===== config.mk =====
export PLATFORM = sky130hd
export DESIGN_NAME = sram_access_ctrl
export DESIGN_NICKNAME = d
export VERILOG_FILES = /design/src/rtl/sram_ctrl_pkg.sv /design/src/rtl/sram_read_hold.sv /design/src/rtl/sram_access_ctrl.sv
export SDC_FILE = /design/constraint.sdc
export NUM_CORES = 1
export LEC_CHECK = 0
export CAP_MARGIN = 20
export CORE_AREA = 5 5 415 417
export DETAILED_ROUTE_END_ITERATION = 12
export DIE_AREA = 0 0 420 422
export PLACE_DENSITY = 0.43
export SLEW_MARGIN = 0
export SYNTH_ARGS = -nofsm -noshare
export SYNTH_HDL_FRONTEND = slang
export SYNTH_HIERARCHICAL = 1
export SYNTH_SLANG_ARGS = --single-unit
export TNS_END_PERCENT = 1

===== constraint.sdc =====
create_clock -name clock -period 2.03 [get_ports clock]
set_clock_uncertainty 0.1 [all_clocks]
set_input_delay 0.406 -clock clock [delete_from_list [all_inputs] [get_ports clock]]
set_output_delay 0.406 -clock clock [all_outputs]
set_load 0.03 [all_outputs]

===== src/rtl/sram_ctrl_pkg.sv =====
// Shared types and helpers for the SRAM RW0 access controller.
package sram_ctrl_pkg;

  typedef enum logic {
    ST_INIT = 1'b0,
    ST_RUN  = 1'b1
  } ctrl_state_t;

  // Constant-evaluable ceil(log2(v)); independent of any data width.
  function automatic int clog2(input int v);
    int r;
    r = 0;
    for (int i = 0; i < 32; i++) begin
      if ((1 << r) < v) r++;
    end
    return r;
  endfunction

endpackage


===== src/rtl/sram_read_hold.sv =====
// Read response channel: in-flight flag, hold register for backpressure,
// and bypass/hold mux so read data stays stable while the consumer stalls.
module sram_read_hold
  import sram_ctrl_pkg::*;
#(
  parameter int DATA_W = 261
) (
  input  logic              clock,
  input  logic              reset,
  input  logic              rd_issue,
  input  logic [DATA_W-1:0] sram_rdata,
  input  logic              r_resp_ready,
  output logic              r_resp_valid,
  output logic [DATA_W-1:0] r_resp_data,
  output logic              inflight,
  output logic              hold_valid
);

  logic [DATA_W-1:0] hold_data;

  always_ff @(posedge clock) begin
    if (reset) begin
      inflight   <= 1'b0;
      hold_valid <= 1'b0;
      hold_data  <= '0;
    end else begin
      inflight <= rd_issue;
      // The macro only presents rdata for one cycle, so capture it on a stall.
      if (inflight && !r_resp_ready) begin
        hold_valid <= 1'b1;
        hold_data  <= sram_rdata;
      end else if (r_resp_ready) begin
        hold_valid <= 1'b0;
      end
    end
  end

  // Masked during reset so a read killed by reset never produces a response.
  assign r_resp_valid = !reset && (inflight || hold_valid);
  assign r_resp_data  = hold_valid ? hold_data : (inflight ? sram_rdata : '0);

endmodule


===== src/rtl/sram_access_ctrl.sv =====
// Drives the RW0 port of a 1-cycle-latency SRAM macro from ready/valid read
// and write request channels, with optional zero-fill after reset.
module sram_access_ctrl
  import sram_ctrl_pkg::*;
#(
  parameter int DEPTH         = 4,
  parameter int ADDR_W        = clog2(DEPTH),
  parameter int DATA_W        = 261,
  parameter int INIT_ON_RESET = 1
) (
  input  logic              clock,
  input  logic              reset,
  input  logic              r_req_valid,
  output logic              r_req_ready,
  input  logic [ADDR_W-1:0] r_req_addr,
  input  logic              w_req_valid,
  output logic              w_req_ready,
  input  logic [ADDR_W-1:0] w_req_addr,
  input  logic [DATA_W-1:0] w_req_data,
  output logic              r_resp_valid,
  input  logic              r_resp_ready,
  output logic [DATA_W-1:0] r_resp_data,
  output logic              init_done,
  output logic [ADDR_W-1:0] sram_addr,
  output logic              sram_en,
  output logic              sram_wmode,
  output logic              sram_wmask,
  output logic [DATA_W-1:0] sram_wdata,
  input  logic [DATA_W-1:0] sram_rdata
);

  // Handshake: every channel transfers on a cycle where valid && ready; valid
  // never depends on ready, and a held response keeps valid and data stable
  // until it is accepted.

  ctrl_state_t       state;
  logic [ADDR_W-1:0] cnt;
  logic              run;
  logic              w_fire;
  logic              rd_issue;
  logic              inflight;
  logic              hold_valid;

  always_ff @(posedge clock) begin
    if (reset) begin
      state     <= (INIT_ON_RESET != 0) ? ST_INIT : ST_RUN;
      cnt       <= '0;
      init_done <= (INIT_ON_RESET == 0);
    end else if (state == ST_INIT) begin
      cnt <= cnt + ADDR_W'(1);
      if (cnt == ADDR_W'(DEPTH - 1)) begin
        state     <= ST_RUN;
        init_done <= 1'b1;
      end
    end
  end

  // Writes win arbitration; a read also needs the response path to be free.
  assign run         = (state == ST_RUN) && !reset;
  assign w_req_ready = run;
  assign r_req_ready = run && !w_req_valid && !hold_valid && (!inflight || r_resp_ready);
  assign w_fire      = w_req_valid && w_req_ready;
  assign rd_issue    = r_req_valid && r_req_ready;

  always_comb begin
    sram_en    = 1'b0;
    sram_wmode = 1'b0;
    sram_wmask = 1'b0;
    sram_addr  = '0;
    sram_wdata = '0;
    if (!reset) begin
      if (state == ST_INIT) begin
        sram_en    = 1'b1;
        sram_wmode = 1'b1;
        sram_wmask = 1'b1;
        sram_addr  = cnt;
      end else if (w_fire) begin
        sram_en    = 1'b1;
        sram_wmode = 1'b1;
        sram_wmask = 1'b1;
        sram_addr  = w_req_addr;
        sram_wdata = w_req_data;
      end else if (rd_issue) begin
        sram_en    = 1'b1;
        sram_addr  = r_req_addr;
      end
    end
  end

  sram_read_hold #(
    .DATA_W(DATA_W)
  ) u_read_hold (
    .clock       (clock),
    .reset       (reset),
    .rd_issue    (rd_issue),
    .sram_rdata  (sram_rdata),
    .r_resp_ready(r_resp_ready),
    .r_resp_valid(r_resp_valid),
    .r_resp_data (r_resp_data),
    .inflight    (inflight),
    .hold_valid  (hold_valid)
  );

endmodule


==> impl_metrics.py, run 1 <==
metrics = {
    "synth": {
        "syn_area_per_cell_sq_um": 7.50,
        "synth_area_sq_um": 17900,
        "synth_area_leaders": "dfxtp_1 (30%), nand4bb_1 (16%), o21ai_1 (14%), nand2_1 (11%), nand2b_1 (9.1%)",
        "synth_cell_types": 31,
        "syn_nets": 2924,
        "yosysWarningCount": 6,
        "ys_seq_area_share_pct": 29.8,
        "netlist_instances": 2392,
        "synth_top_area_share_pct": 29.8,
        "ys_ff_latch": 267,
        "synth_area_leader_cell": "dfxtp_1",
    },
    "cells_and_area": {
        "area_delta_synth_final_pct": 98.0,
        "design_area_sq_um": 35500,
        "finalNetCount": 3953,
        "drive_gt1_share_pct": 29.1,
        "filler_cell_count": 18500,
    },
    "routing": {
        "vias_per_cell": 3.64,
        "routed_wl_um": 117000,
        "top_layer": "met5",
        "drc": 0,
        "num_vias": 20700,
        "wl_met3_um": 6760,
        "drt_iter0_markers": 1058,
        "avgRoutedWirePerCell_um": 20.6,
        "met1_length_um": 42800,
        "antenna_left": 0,
        "wl_met2_um": 64400,
        "drtPass1Iterations": 7,
    },
    "placed_design": {
        "place_congestion": 0.817,
        "port_buffers": 1061,
        "placed_area_sq_um": 32600,
        "hpwl_um": 89900,
    },
    "worst_setup_path": {
        "cpMaxStageDelayCell": "dfxtp_2",
        "crit_arrival_ns": 2.01,
        "regToRegEndpoint": "u_read_hold/hold_data[138]$_SDFFE_PP0P_",
        "path_delay_family": "buffers and inverters",
        "startpoint_type": "flop",
        "path_class": "reg2out",
        "worstPathRequired_ns": 1.52,
        "critPathLaunch": "state$_SDFF_PP0_",
        "crit_chain": "inv_2 -> nor3_4 -> buf_6 -> buf_12 -> buf_16 -> buf_12 -> and2_2 -> buf_6",
        "crit_path_max_incr_delay_ns": 0.33,
        "cp-end-kind": "output pin",
        "worst-path-buf-inv": 6,
        "rrSetupSlack_ns": 0.25,
        "reg2reg_depth": 6,
        "r2r_start": "u_read_hold/inflight$_SDFF_PP0_",
        "path_max_fanout": 15,
    },
    "power": {
        "ir_drop_uv": 562,
        "p_leak_nw": 13.0,
        "p_per_area_nw_per_um2": 459,
    },
    "timing": {
        "hold_slack_ns": 0.264,
        "period_minus_slack_ns": 2.52,
        "period_share_pct": 124,
        "slew_viol_final": 0,
        "timing.fmax_ghz": 0.397,
        "final_hold_viol_count": 0,
        "worst_slew_pin_slew_ns": 0.615,
        "setup_ws_ns": -0.486,
        "finalSetupViolCount": 527,
        "final.setup.tns_ns": -185.13,
        "max-slew-margin-rel_pct": 59.0,
        "rsz0062_at_grt": "yes",
    },
    "status": {
        "violations": "negative setup slack",
        "status": "complete, but fails checks",
    },
    "clock_tree": {
        "h-tree-depth": 2,
        "clk_pin_slew_ns": 0.06,
        "clockBufferDepth": 3,
        "cts_tree": "yes",
        "cts.sinks": 267,
        "clk_latency_ns": 0.57,
        "cts_buffers": 41,
        "root_buffer": "clkbuf_16",
    },
    "die": {
        "initial_core_util_pct": 10.7,
        "num_rows": 151,
        "num_io_pins": 1062,
        "die-area_sq_um": 177000,
        "fp.dieW_um": 420,
        "die_y_um": 422,
        "core_area_sq_um": 168000,
    },
    "grt": {
        "grt_use_total_pct": 12.2,
        "grt_pass1_vias": 20500,
        "grt_max_degree": 128,
        "grt-ovfl-total": 0,
        "antenna_found_initial": 32,
        "grt_pass1_wl_um": 157000,
    },
    "min_path": {
        "hold_depth": 4,
        "hold_class": "in2reg",
        "min_to": "u_read_hold/hold_data[220]$_SDFFE_PP0P_",
        "hp-start": "r_resp_ready",
    },
    "flow_run": {
        "cap_viol_max_count": 0,
    },
}
worst register-to-register path, stage by stage (launching register included):
cell and delay, ns:
dfxtp_4 0.38, buf_16 0.19, buf_4 0.21, nor2b_4 0.21
buf_12 0.18, buf_4 0.32, o21ai_1 0.12
metrics by stage:
| stage | std cells | power [mW] | worst slack, ns | utilization [%] |
|---|---|---|---|---|
| after floorplan | 2392 | 6.29 | -0.0264 | - |
| after global placement | 5570 | 8.28 | -0.596 | 19.4 |
| after detailed placement | 5570 | 8.27 | -0.607 | 19.4 |
| after CTS | 5658 | 16.7 | -0.543 | 20.7 |
| after global routing | 5678 | 17.0 | -0.570 | 21.1 |
| final | 5689 | 16.3 | -0.486 | 21.1 |
repair_timing:
| action | in CTS | in global routing |
|---|---|---|
| cloned | 7 | 6 |
| hold endpoints to repair | 0 | 0 |
| resized for setup | 170 | 110 |
| hold buffers | 0 | 0 |
| setup buffers | 7 | 8 |
| pin swaps | 43 | 31 |
| setup endpoints to repair | 530 | 529 |
final cells by class:
class | instances | area [sq um] | share of cell area, %
clock inverter | 23 | 339 | 0.955
timing repair buffer | 1249 | 14300 | 40.4
sequential | 267 | 5350 | 15.1
multi-input combinational | 1859 | 11500 | 32.3
inverter | 3 | 11.3 | 0.0317
tap | 2218 | 2780 | 7.81
clock buffer | 52 | 1160 | 3.26
antenna | 18 | 45.0 | 0.127
layer usage:
layer  up-vias  global-route usage (%)
li1      10200                       -
met1      9743                    12.7
met2       663                    24.1
met3       113                    2.68
met4        14                    3.86
met5         -                       0
registers in the layout, indices dropped and copies added, names as in the netlist:
name                    flops
state                       1
u_read_hold/hold_data     261
u_read_hold/hold_valid      1
init_done                   1
u_read_hold/inflight        1
cnt                         2
synth_stat cells:
master	instances
nor2_2	1
nand2b_1	262
nor2b_1	2
nor3_4	1
buf_6	39
mux2i_1	1
a211o_1	2
a31oi_1	2
o21ai_0	17
nand4bb_1	261
nor2_1	9
inv_2	1
nand2_1	524
xor2_1	1
buf_1	3
o21ai_1	505
ha_1	1
buf_4	20
nand3_1	1
a21oi_1	4
and2_1	162
nor3_2	1
dfxtp_1	267
nor4b_1	1
clkbuf_1	122
and2_2	100
buf_2	36
inv_1	2
clkbuf_2	41
or2_2	1
buf_8	2
logic make-up after synthesis:
logic type / count (synthesis) / share of synthesized area, %
and+or+nand+nor: 1326 / 46.9
AOI/OAI and AO/OA: 530 / 14.8
DFF: 267 / 29.8
buffers and inverters: 266 / 8.28
xor gates and xnor gates: 1 / 0.0489
muxes: 1 / 0.0558
adders and majority gates: 1 / 0.0698
how the worst max path moves through the flow:
| stage | endpoint | slack, ns | depth (start not counted) |
|---|---|---|---|
| after floorplan | sram_addr[0] | -0.03 | 4 |
| after global placement | sram_wdata[226] | -0.60 | 7 |
| after detailed placement | sram_wdata[213] | -0.61 | 7 |
| after CTS | sram_addr[1] | -0.54 | 5 |
| after global routing | sram_wdata[235] | -0.57 | 8 |
| final | sram_wdata[109] | -0.49 | 8 |
report_power, final:
group / switching, mW / total (mW) / internal [mW] / leakage (nW)
registers: 0.0165 / 5.28 / 5.27 / 2.15
logic: 1.20 / 2.98 / 1.77 / 10.1
clock network: 3.08 / 8.04 / 4.96 / 0.735
cells in the final DEF, fill, tap and decap left out, types with 2 or more instances in the layout:
master	count
buf_4	378
nand2_1	522
nand2b_1	262
nand4bb_1	261
o21ai_0	15
diode_2	18
nand2_2	2
inv_6	2
buf_6	83
clkbuf_1	3
buf_16	14
a211o_1	2
o21ai_2	24
clkinvlp_4	2
and2_1	90
o21ai_1	482
bufinv_16	7
nor2_1	9
clkinv_4	3
clkbuf_16	48
a21oi_1	3
inv_2	2
dfxtp_4	2
clkbuf_8	8
dfxtp_1	264
and2_2	55
buf_12	230
clkdlybuf4s50_1	527
clkinv_2	8
a31oi_1	2
buf_8	9
and2_4	117
Power figures use the tool's default switching activity.
==> run 2, diff against run 1 <==
--- a/config.mk
+++ b/config.mk
@@ -6,9 +6,9 @@
 export NUM_CORES = 1
 export LEC_CHECK = 0
 export CAP_MARGIN = 20
-export CORE_AREA = 5 5 415 417
+export CORE_AREA = 4 4 414 416
 export DETAILED_ROUTE_END_ITERATION = 12
-export DIE_AREA = 0 0 420 422
+export DIE_AREA = 0 0 418 420
 export PLACE_DENSITY = 0.43
 export SLEW_MARGIN = 0
 export SYNTH_ARGS = -nofsm -noshare
==> impl_metrics.py, run 2 (same netlist as run 1, synthesis figures left out) <==
metrics = {
    "cells_and_area": {
        "finalNetCount": 3963,
        "reg.largest.list": "u_read_hold/hold_data x261, cnt x2",
        "design_area_sq_um": 36300,
        "drive_gt1_share_pct": 31.3,
        "final_common_cell": "clkdlybuf4s50_1",
        "area_delta_synth_final_pct": 103,
        "layout_common_cells": "clkdlybuf4s50_1 (527), nand2_1 (514), o21ai_1 (462)",
        "regMostFlops": "u_read_hold/hold_data",
        "largest_reg_flops": 261,
    },
    "timing": {
        "hold_slack_ns": 0.187,
        "setup_ws_ns": -0.505,
        "period_minus_slack_ns": 2.54,
        "period_share_pct": 125,
        "worst_slew_pin_slew_ns": 0.579,
        "timing.fmax_ghz": 0.394,
        "final_hold_viol_count": 0,
        "finalSetupViolCount": 529,
        "slew_viol_final": 0,
        "max-slew-margin-rel_pct": 61.4,
        "rsz0062_at_grt": "yes",
    },
    "routing": {
        "drt_iter0_markers": 1165,
        "antenna_left": 0,
        "avgRoutedWirePerCell_um": 22.1,
        "routed_wl_um": 126000,
        "drc": 0,
        "drtPass1Iterations": 5,
        "num_vias": 21000,
        "vias_per_cell": 3.69,
    },
    "die": {
        "initial_core_util_pct": 10.7,
        "core_area_sq_um": 167000,
        "die-area_sq_um": 176000,
        "num_rows": 150,
        "fp.dieW_um": 418,
        "num_io_pins": 1062,
        "die_y_um": 420,
    },
    "grt": {
        "grt_pass1_vias": 19800,
        "antenna_found_initial": 78,
        "grt_max_degree": 146,
        "grt_use_total_pct": 12.7,
        "grt_pass1_wl_um": 159000,
        "grt-ovfl-total": 0,
    },
    "placed_design": {
        "place_congestion": 0.812,
        "hpwl_um": 98000,
        "placed_area_sq_um": 32700,
        "port_buffers": 1061,
    },
    "clock_tree": {
        "clk_latency_ns": 0.56,
        "root_buffer": "clkbuf_16",
        "h-tree-depth": 2,
        "cts_tree": "yes",
        "cts_buffers": 39,
        "hold_buffers": 0,
        "clockBufferDepth": 3,
        "cts.sinks": 267,
        "clk_pin_slew_ns": 0.05,
    },
    "min_path": {
        "hold_class": "in2reg",
    },
    "worst_setup_path": {
        "startpoint_type": "flop",
        "cpMaxStageDelayCell": "dfxtp_4",
        "crit_path_max_incr_delay_ns": 0.38,
        "worstPathRequired_ns": 1.52,
        "crit_chain": "inv_4 -> nor3_4 -> buf_12 -> buf_4 -> clkbuf_16 -> buf_4 -> and2_4 -> buf_12",
        "crit_arrival_ns": 2.03,
        "path_class": "reg2out",
        "cp-end-kind": "output pin",
        "rrSetupSlack_ns": 0.26,
        "path_max_fanout": 6,
    },
    "power": {
        "seqPwrFrac_pct": 33.7,
        "p_clk_share_pct": 46.3,
        "p_int_mw": 11.6,
        "p_per_area_nw_per_um2": 432,
        "p_comb_share_pct": 20.0,
        "p_sw_share_pct": 26.2,
        "ir_drop_uv": 485,
        "p_leak_nw": 13.2,
        "switchingPower_mw": 4.11,
    },
    "status": {
        "status": "complete, but fails checks",
        "violations": "negative setup slack",
    },
    "flow_run": {
        "cap_viol_max_count": 0,
    },
}
run 2: changes by cell type in the layout (fill, tap and decap cells not counted), moves of 7 or more:
cell	previous run	this run
o21ai_1	482	462
buf_6	83	171
nand2_1	522	514
and2_1	90	46
diode_2	18	31
buf_4	378	288
o21ai_2	24	43
nand2_2	2	9
clkbuf_16	48	61
and2_4	117	191
and2_2	55	25
run 2: what timing repair did:
action / 4_1_cts / 5_1_grt
cloned: 0 / 24
endpoints found under the setup margin: 530 / 530
pin swaps: 11 / 120
buffers inserted: 3 / 13
resized for setup: 64 / 411
run 2: power by group through the flow:
stage          combinational [mW]  sequential [mW]  clock, mW
6_report                     3.15             5.29       7.27
5_1_grt                      3.29             5.29       7.75
4_1_cts                      3.04             5.29       7.61
3_5_place_dp                 2.98             5.40          0
3_3_place_gp                 2.99             5.40          0
2_1_floorplan               0.887             5.40          0
run 2: cell type report:
| cell class | count | area, sq um |
|---|---|---|
| Clock inverter | 14 | 188 |
| Timing Repair Buffer | 1261 | 15000 |
| Antenna cell | 31 | 77.6 |
| Inverter | 3 | 13.8 |
| Tap cell | 2204 | 2760 |
| Clock buffer | 55 | 1150 |
| Fill cell | 18300 | 131000 |
| Sequential cell | 267 | 5360 |
| Multi-Input combinational cell | 1859 | 11800 |
run 2: metal layers:
metal | up-vias | wire [um] | track usage, %
li1 | 10200 | - | -
met1 | 9872 | 42500 | 11.9
met2 | 712 | 72100 | 26.2
met3 | 173 | 7470 | 3.70
met4 | 36 | 3270 | 3.60
met5 | - | 225 | 0
run 2: path summary, 6_finish.rpt:
path                                                 from                                       to  cells past startpoint
hold reg to reg   u_read_hold/hold_data[106]$_SDFFE_PP0P_  u_read_hold/hold_data[106]$_SDFFE_PP0P_                      2
hold / removal                                      reset                         state$_SDFF_PP0_                      3
setup reg to reg          u_read_hold/inflight$_SDFF_PP0_  u_read_hold/hold_data[158]$_SDFFE_PP0P_                      6
setup / recovery                         state$_SDFF_PP0_                          sram_wdata[245]                      8
run 2: stage by stage:
step,power [mW],instances,worst slack [ns],utilization (%),TNS (ns)
2_1_floorplan,6.29,2392,-0.0264,-,-0.0529
3_3_place_gp,8.39,5554,-1.10,19.6,-125.49
3_5_place_dp,8.38,5554,-1.01,19.6,-128.54
4_1_cts,15.9,5626,-0.594,20.5,-241.90
5_1_grt,16.3,5675,-0.614,21.7,-260.28
6_report,15.7,5694,-0.505,21.7,-205.64
run 2: critical path, delay by kind of cell (launching register included):
kind                   cells  cell delay, ns
buffers and inverters      6            0.72
flip-flops                 1            0.38
AND/OR/NAND/NOR            2            0.36
